--- config.mk ---
export PLATFORM = sky130hd
export DESIGN_NAME = bus_arbiter_rr
export DESIGN_NICKNAME = d
export VERILOG_FILES = /design/src/rtl/arvi_bus_pkg.sv /design/src/rtl/rr_picker.sv /design/src/rtl/bus_arbiter_rr.sv
export SDC_FILE = /design/constraint.sdc
export NUM_CORES = 1
export LEC_CHECK = 0
export ABC_AREA = 1
export CAP_MARGIN = 10
export CELL_PAD_IN_SITES_DETAIL_PLACEMENT = 1
export CELL_PAD_IN_SITES_GLOBAL_PLACEMENT = 1
export CORE_AREA = 3 3 176 178
export DETAILED_ROUTE_END_ITERATION = 6
export DIE_AREA = 0 0 179 181
export GPL_TIMING_DRIVEN = 0
export PLACE_DENSITY_LB_ADDON = 0.3
export RECOVER_POWER = 50
export SLEW_MARGIN = 25
export SYNTH_ARGS = -nofsm -noshare
export SYNTH_HDL_FRONTEND = slang
export SYNTH_SLANG_ARGS = --single-unit
--- constraint.sdc ---
create_clock -name i_clk -period 3.3 [get_ports i_clk]
set_input_delay 0.33 -clock i_clk [delete_from_list [all_inputs] [get_ports i_clk]]
set_output_delay 0.33 -clock i_clk [all_outputs]
set_load 0.03 [all_outputs]
--- src/rtl/arvi_bus_pkg.sv ---
// Shared bus widths and arbiter state encoding for the round-robin bus arbiter.
package arvi_bus_pkg;

   localparam int BUS_DATA_W = 32;
   localparam int BUS_BE_W   = 4;
   localparam int BUS_OP_W   = 7;

   typedef enum logic [1:0] {
      ST_IDLE  = 2'd0,
      ST_GRANT = 2'd1,
      ST_LOCK  = 2'd2
   } arb_state_t;

endpackage

--- src/rtl/rr_picker.sv ---
// Combinational round-robin picker: first asserted request at or after the
// pointer, wrapping around the request vector.
module rr_picker #(
   parameter int N_REQ = 4,
   parameter int ID_W  = 2
) (
   input  logic [N_REQ-1:0] i_req,
   input  logic [ID_W-1:0]  i_ptr,
   output logic             o_found,
   output logic [ID_W-1:0]  o_idx
);

   logic [2*N_REQ-1:0] w_dbl;

   function automatic logic [ID_W-1:0] wrap_add(input logic [ID_W-1:0] base,
                                                input int unsigned     off);
      logic [ID_W:0] sum;
      sum = {1'b0, base} + off[ID_W:0];
      if (sum >= N_REQ[ID_W:0]) sum = sum - N_REQ[ID_W:0];
      return sum[ID_W-1:0];
   endfunction

   // Doubled vector shifted by the pointer puts the highest-priority request at bit 0
   assign w_dbl = {i_req, i_req} >> i_ptr;

   always_comb begin
      o_found = 1'b0;
      o_idx   = '0;
      for (int i = N_REQ - 1; i >= 0; i--) begin
         if (w_dbl[i]) begin
            o_found = 1'b1;
            o_idx   = wrap_add(i_ptr, i);
         end
      end
   end

endmodule

--- src/rtl/bus_arbiter_rr.sv ---
// Round-robin arbiter muxing N_REQ requesters onto one downstream bus.
// Optional atomic bus locking is compiled in with the ARB_LOCK_EN macro.
module bus_arbiter_rr
   import arvi_bus_pkg::*;
#(
   parameter  int N_REQ    = 4,
   parameter  int LOCK_MAX = 16,
   localparam int ID_W     = ($clog2(N_REQ) < 1) ? 1 : $clog2(N_REQ)
) (
   input  logic                      i_clk,
   input  logic                      i_rst,
   input  logic [N_REQ-1:0]          i_req_en,
   input  logic [N_REQ-1:0]          i_req_wr_en,
   input  logic [N_REQ*BUS_DATA_W-1:0] i_req_wr_data,
   input  logic [N_REQ*BUS_DATA_W-1:0] i_req_addr,
   input  logic [N_REQ*BUS_BE_W-1:0] i_req_byte_en,
   input  logic [N_REQ-1:0]          i_req_atomic,
   input  logic [N_REQ*BUS_OP_W-1:0] i_req_operation,
   output logic [N_REQ-1:0]          o_req_ack,
   output logic [BUS_DATA_W-1:0]     o_req_rd_data,
   output logic                      o_bus_en,
   output logic                      o_wr_en,
   output logic                      o_atomic,
   output logic [BUS_DATA_W-1:0]     o_wr_data,
   output logic [BUS_DATA_W-1:0]     o_addr,
   output logic [BUS_BE_W-1:0]       o_byte_en,
   output logic [BUS_OP_W-1:0]       o_operation,
   output logic [ID_W-1:0]           o_id,
   input  logic                      i_ack,
   input  logic [BUS_DATA_W-1:0]     i_rd_data
);

   if (N_REQ < 2 || N_REQ > 8 || LOCK_MAX < 1) begin : g_param_check
      $error("bus_arbiter_rr: N_REQ must be 2..8 and LOCK_MAX >= 1");
   end

   arb_state_t      r_state;
   arb_state_t      w_state_nxt;
   logic [ID_W-1:0] r_ptr;
   logic [ID_W-1:0] w_ptr_nxt;
   logic [ID_W-1:0] r_gnt;
   logic [ID_W-1:0] w_gnt_nxt;
   logic [ID_W-1:0] w_ptr_inc;
   logic [ID_W-1:0] w_pick;
   logic            w_found;
   logic            w_sel_req;
   logic            w_sel_atomic;
   logic            w_active;
   logic            w_ack;
   int              w_g;

`ifdef ARB_LOCK_EN
   localparam int CNT_W = $clog2(LOCK_MAX + 1);
   logic [CNT_W-1:0] r_lock_cnt;
   logic [CNT_W-1:0] w_cnt_nxt;
`endif

   rr_picker #(
      .N_REQ (N_REQ),
      .ID_W  (ID_W)
   ) u_picker (
      .i_req   (i_req_en),
      .i_ptr   (r_ptr),
      .o_found (w_found),
      .o_idx   (w_pick)
   );

   assign w_g          = int'(r_gnt);
   assign w_sel_req    = i_req_en[r_gnt];
   assign w_sel_atomic = i_req_atomic[r_gnt];
   assign w_ptr_inc    = (r_gnt == ID_W'(N_REQ - 1)) ? '0 : r_gnt + 1'b1;

   // Bus is driven in GRANT, and in LOCK only while the holder is requesting
   assign w_active = i_rst && ((r_state == ST_GRANT) ||
                               ((r_state == ST_LOCK) && w_sel_req));
   assign w_ack    = w_active && w_sel_req && i_ack;

   always_ff @(posedge i_clk) begin
      if (!i_rst) begin
         r_state    <= ST_IDLE;
         r_ptr      <= '0;
         r_gnt      <= '0;
`ifdef ARB_LOCK_EN
         r_lock_cnt <= '0;
`endif
      end else begin
         r_state    <= w_state_nxt;
         r_ptr      <= w_ptr_nxt;
         r_gnt      <= w_gnt_nxt;
`ifdef ARB_LOCK_EN
         r_lock_cnt <= w_cnt_nxt;
`endif
      end
   end

   always_comb begin
      w_state_nxt = r_state;
      w_ptr_nxt   = r_ptr;
      w_gnt_nxt   = r_gnt;
`ifdef ARB_LOCK_EN
      w_cnt_nxt   = r_lock_cnt;
`endif
      case (r_state)
         ST_IDLE: begin
            if (w_found) begin
               w_gnt_nxt   = w_pick;
               w_state_nxt = ST_GRANT;
            end
         end
         ST_GRANT: begin
            if (w_ack) begin
`ifdef ARB_LOCK_EN
               if (w_sel_atomic) begin
                  w_state_nxt = ST_LOCK;
                  w_cnt_nxt   = '0;
               end else begin
                  w_state_nxt = ST_IDLE;
                  w_ptr_nxt   = w_ptr_inc;
               end
`else
               w_state_nxt = ST_IDLE;
               w_ptr_nxt   = w_ptr_inc;
`endif
            end else if (!w_sel_req) begin
               w_state_nxt = ST_IDLE;
            end
         end
`ifdef ARB_LOCK_EN
         ST_LOCK: begin
            if (w_ack) begin
               w_cnt_nxt = '0;
               if (!w_sel_atomic) begin
                  w_state_nxt = ST_IDLE;
                  w_ptr_nxt   = w_ptr_inc;
               end
            end else if (!w_sel_req) begin
               // Holder has gone quiet: force release after LOCK_MAX idle cycles
               if (r_lock_cnt == CNT_W'(LOCK_MAX - 1)) begin
                  w_state_nxt = ST_IDLE;
                  w_ptr_nxt   = w_ptr_inc;
                  w_cnt_nxt   = '0;
               end else begin
                  w_cnt_nxt = r_lock_cnt + 1'b1;
               end
            end
         end
`endif
         default: w_state_nxt = ST_IDLE;
      endcase
   end

   always_comb begin
      o_req_ack     = '0;
      o_req_rd_data = '0;
      o_bus_en      = 1'b0;
      o_wr_en       = 1'b0;
      o_atomic      = 1'b0;
      o_wr_data     = '0;
      o_addr        = '0;
      o_byte_en     = '0;
      o_operation   = '0;
      o_id          = '0;
      if (w_active) begin
         o_bus_en    = w_sel_req && !i_ack;
         o_wr_en     = i_req_wr_en[r_gnt];
         o_atomic    = w_sel_atomic;
         o_wr_data   = i_req_wr_data[w_g*BUS_DATA_W +: BUS_DATA_W];
         o_addr      = i_req_addr[w_g*BUS_DATA_W +: BUS_DATA_W];
         o_byte_en   = i_req_byte_en[w_g*BUS_BE_W +: BUS_BE_W];
         o_operation = i_req_operation[w_g*BUS_OP_W +: BUS_OP_W];
         o_id        = r_gnt;
      end
      if (w_ack) begin
         o_req_ack[r_gnt] = 1'b1;
         o_req_rd_data    = i_rd_data;
      end
   end

endmodule
==> impl_metrics.tcl <==
set metrics [dict create \
    dpl.hpwl_mm 25.5 \
    hold_viol_final 0 \
    rsz0062_at_grt "no" \
    yosys_register_bits 5 \
    synth_cell_type_count 22 \
    grt_pass1_vias 7126 \
    wl_mm 30.0 \
    criticalPathCategory "input pin to output pin" \
    tns_ns 0 \
    final_cell_mix "clkdlybuf4s50_1 (409), nor2_1 (359), o21ai_0 (157)" \
    min_period_ns 3.10 \
    synthMuxAreaShare_pct 0 \
    setup_viol 0 \
    tightest_slew_ns 0.581 \
    cts.sinks 5 \
    reg2reg_slack_ns 1.54 \
    numCtsBuffers 3 \
    r2r_start "r_gnt[1]" \
    worstPathArrival_ns 2.77 \
    cp-endpoint "o_wr_data[21]" \
    clk_pin_slew_ns 0.03 \
    layout_commonest_cell "clkdlybuf4s50_1" \
    io_buffers 462 \
    grt_overflow 0 \
    gr-usage-all-layers_pct 17.1 \
    synthSimpleGateAreaFrac_pct 44.4 \
    fmax_mhz 323 \
    nets 1594 \
    ys_seq_area_share_pct 2.86 \
    startpoint_type "input pin" \
    final_area_sq_mm 0.00870 \
    syn_to_final_growth_pct 148 \
    synth_xor_area_share_pct 0.250 \
    finalMaxSlewViolations 0 \
    worstPathRequired_ns 2.97 \
    wl_per_cell_um 18.4 \
    netlist_area_sq_mm 0.00350 \
    pwr-share-comb_pct 86.7 \
    power_density_mw_per_mm2 235 \
    placed_area_sq_mm 0.00861 \
    grt_pass1_wl_mm 42.8 \
    die_y_um 181 \
    place.gp.congestion 0.834 \
    place_ws_ns 0.0362 \
    post_cts_resized 0 \
    synth_top_family_by_area "simple AND/OR/NAND/NOR gates" \
    sw_frac_of_total_pct 49.8 \
    r2r_cells 6 \
    setup_ws_ns 0.204 \
    cts_setup_buffers 0 \
    internal-power_mw 1.03 \
    synth_compound_area_share_pct 34.6 \
    synth_nets 1127 \
    crit_fanout 10 \
    cap_violations 0 \
    end_kind "output pin" \
    antenna_found_initial 1 \
    hold_depth 4 \
    drc 0 \
    drive_above_1_share_pct 4.75 \
    h-tree-depth 1 \
    clockBufferDepth 2 \
    cts_hold_buffers 0 \
    die_w_um 179 \
    vias 6827 \
    ant_nets 0 \
    switchingPower_mw 1.02 \
    p_total_mw 2.05 \
    cts_tree "built" \
    peakVddDrop_mv 0.129 \
    synth_cells 776 \
    worstSkewPairLatency_ns 0.23 \
    drtIter0Drc 196 \
    clkPwrFrac_pct 9.7 \
    rr_endpoint "r_ptr[1]" \
    synth_warnings 0 \
    die_area_sq_mm 0.0324 \
    first_pass_iters 4 \
    top_level_ports 463 \
    grt_max_degree 12 \
    p_seq_share_pct 3.6 \
    synth_fa_ha_area_share_pct 1.43 \
    syn-mean-instance-area_sq_um 4.51 \
    cts-root-buf "clkbuf_16" \
    avgViaCountPerCell 4.18 \
    cellLeakagePower_nw 3.66 \
    start_util_pct 11.8 \
    antenna_cells_inserted 0 \
    final.period_utilization_pct 93.8 \
    rows 63 \
    slew_headroom_pct 61.3 \
    core_sq_mm 0.0296 \
    startpoint "i_rst" \
    finClkSkew_ns 0.000794 \
    hold_path.class "flip-flop to flip-flop" \
    status "complete, no violations" \
]
through the flow:
step	hold WS [ns]	instances	util [%]
after detailed placement	0.634	1628	29.1
after CTS	0.647	1632	29.4
after floorplan	0.441	776	-
final	0.644	1632	29.4
after global routing	0.725	1632	29.4
after global placement	0.637	1628	29.1
cell families after synthesis:
logic type               Yosys count
AO/OA/AOI/OAI                    241
XOR/XNOR                           1
adder cells (fa/ha/maj)            4
buffers and inverters            118
flip-flops                         5
AND/OR/NAND/NOR                  407
critical path, stage by stage:
cell and delay (ns):
clkdlybuf4s50_1 0.61, nand2_2 0.28, buf_2 0.32, clkbuf_2 0.25, a21oi_1 0.20, clkdlybuf4s50_1 0.75
routing by layer:
| metal | wire length [um] | vias to the layer above | GRT usage, % |
|---|---|---|---|
| met2 | 15100 | 312 | 32.1 |
| met3 | 2810 | 18 | 4.43 |
| met1 | 11800 | 3095 | 19.7 |
| met4 | 280 | 2 | 1.78 |
| met5 | 13 | - | 0 |
| li1 | - | 3400 | - |
flip-flops by register name, indices dropped and copies added (netlist names):
name	cells
r_gnt	2
r_ptr	2
r_state	1
power groups by stage:
stage	logic (mW)	registers [mW]	clock network, mW
after floorplan	0.887	0.0723	0
after global placement	1.81	0.0741	0
after detailed placement	1.82	0.0745	0
after CTS	1.83	0.0738	0.201
after global routing	1.96	0.0748	0.207
final	1.77	0.0737	0.198
area by class of cell:
type / count / area, sq um
plain buffers: 66 / 380
clock buffers: 4 / 78.8
fillers: 3782 / 20900
inverters: 52 / 198
multi-input cells: 653 / 2830
flip-flops and latches: 5 / 100
well taps: 390 / 488
repair buffers: 462 / 4620
worst min path at each step:
stage	to	slack [ns]	startpoint
floorplan	r_state[0]	0.44	i_ack
global placement	r_gnt[1]	0.64	r_state[0]
detailed placement	r_gnt[1]	0.63	r_state[0]
CTS	r_gnt[1]	0.65	r_state[0]
global route	r_gnt[1]	0.72	r_state[0]
finish	r_gnt[1]	0.64	r_state[0]
cell usage after synthesis:
cell | instances | area (sq um)
nor2_1 | 359 | 1350
o21ai_0 | 157 | 786
a21oi_1 | 79 | 395
inv_1 | 46 | 173
nand2_1 | 34 | 128
clkbuf_1 | 19 | 71.3
buf_2 | 16 | 80.1
buf_4 | 10 | 75.1
clkbuf_2 | 10 | 50.1
nand3_1 | 9 | 45.0
buf_6 | 8 | 90.1
dfxtp_1 | 5 | 100
inv_2 | 5 | 18.8
ha_1 | 4 | 50.1
nand2_2 | 4 | 25.0
buf_1 | 3 | 11.3
o21ai_1 | 3 | 15.0
a21oi_2 | 1 | 8.76
inv_4 | 1 | 6.26
nand3_2 | 1 | 10.0
o211ai_1 | 1 | 7.51
xnor2_1 | 1 | 8.76
Note: power is estimated with default switching activity, not from simulation.
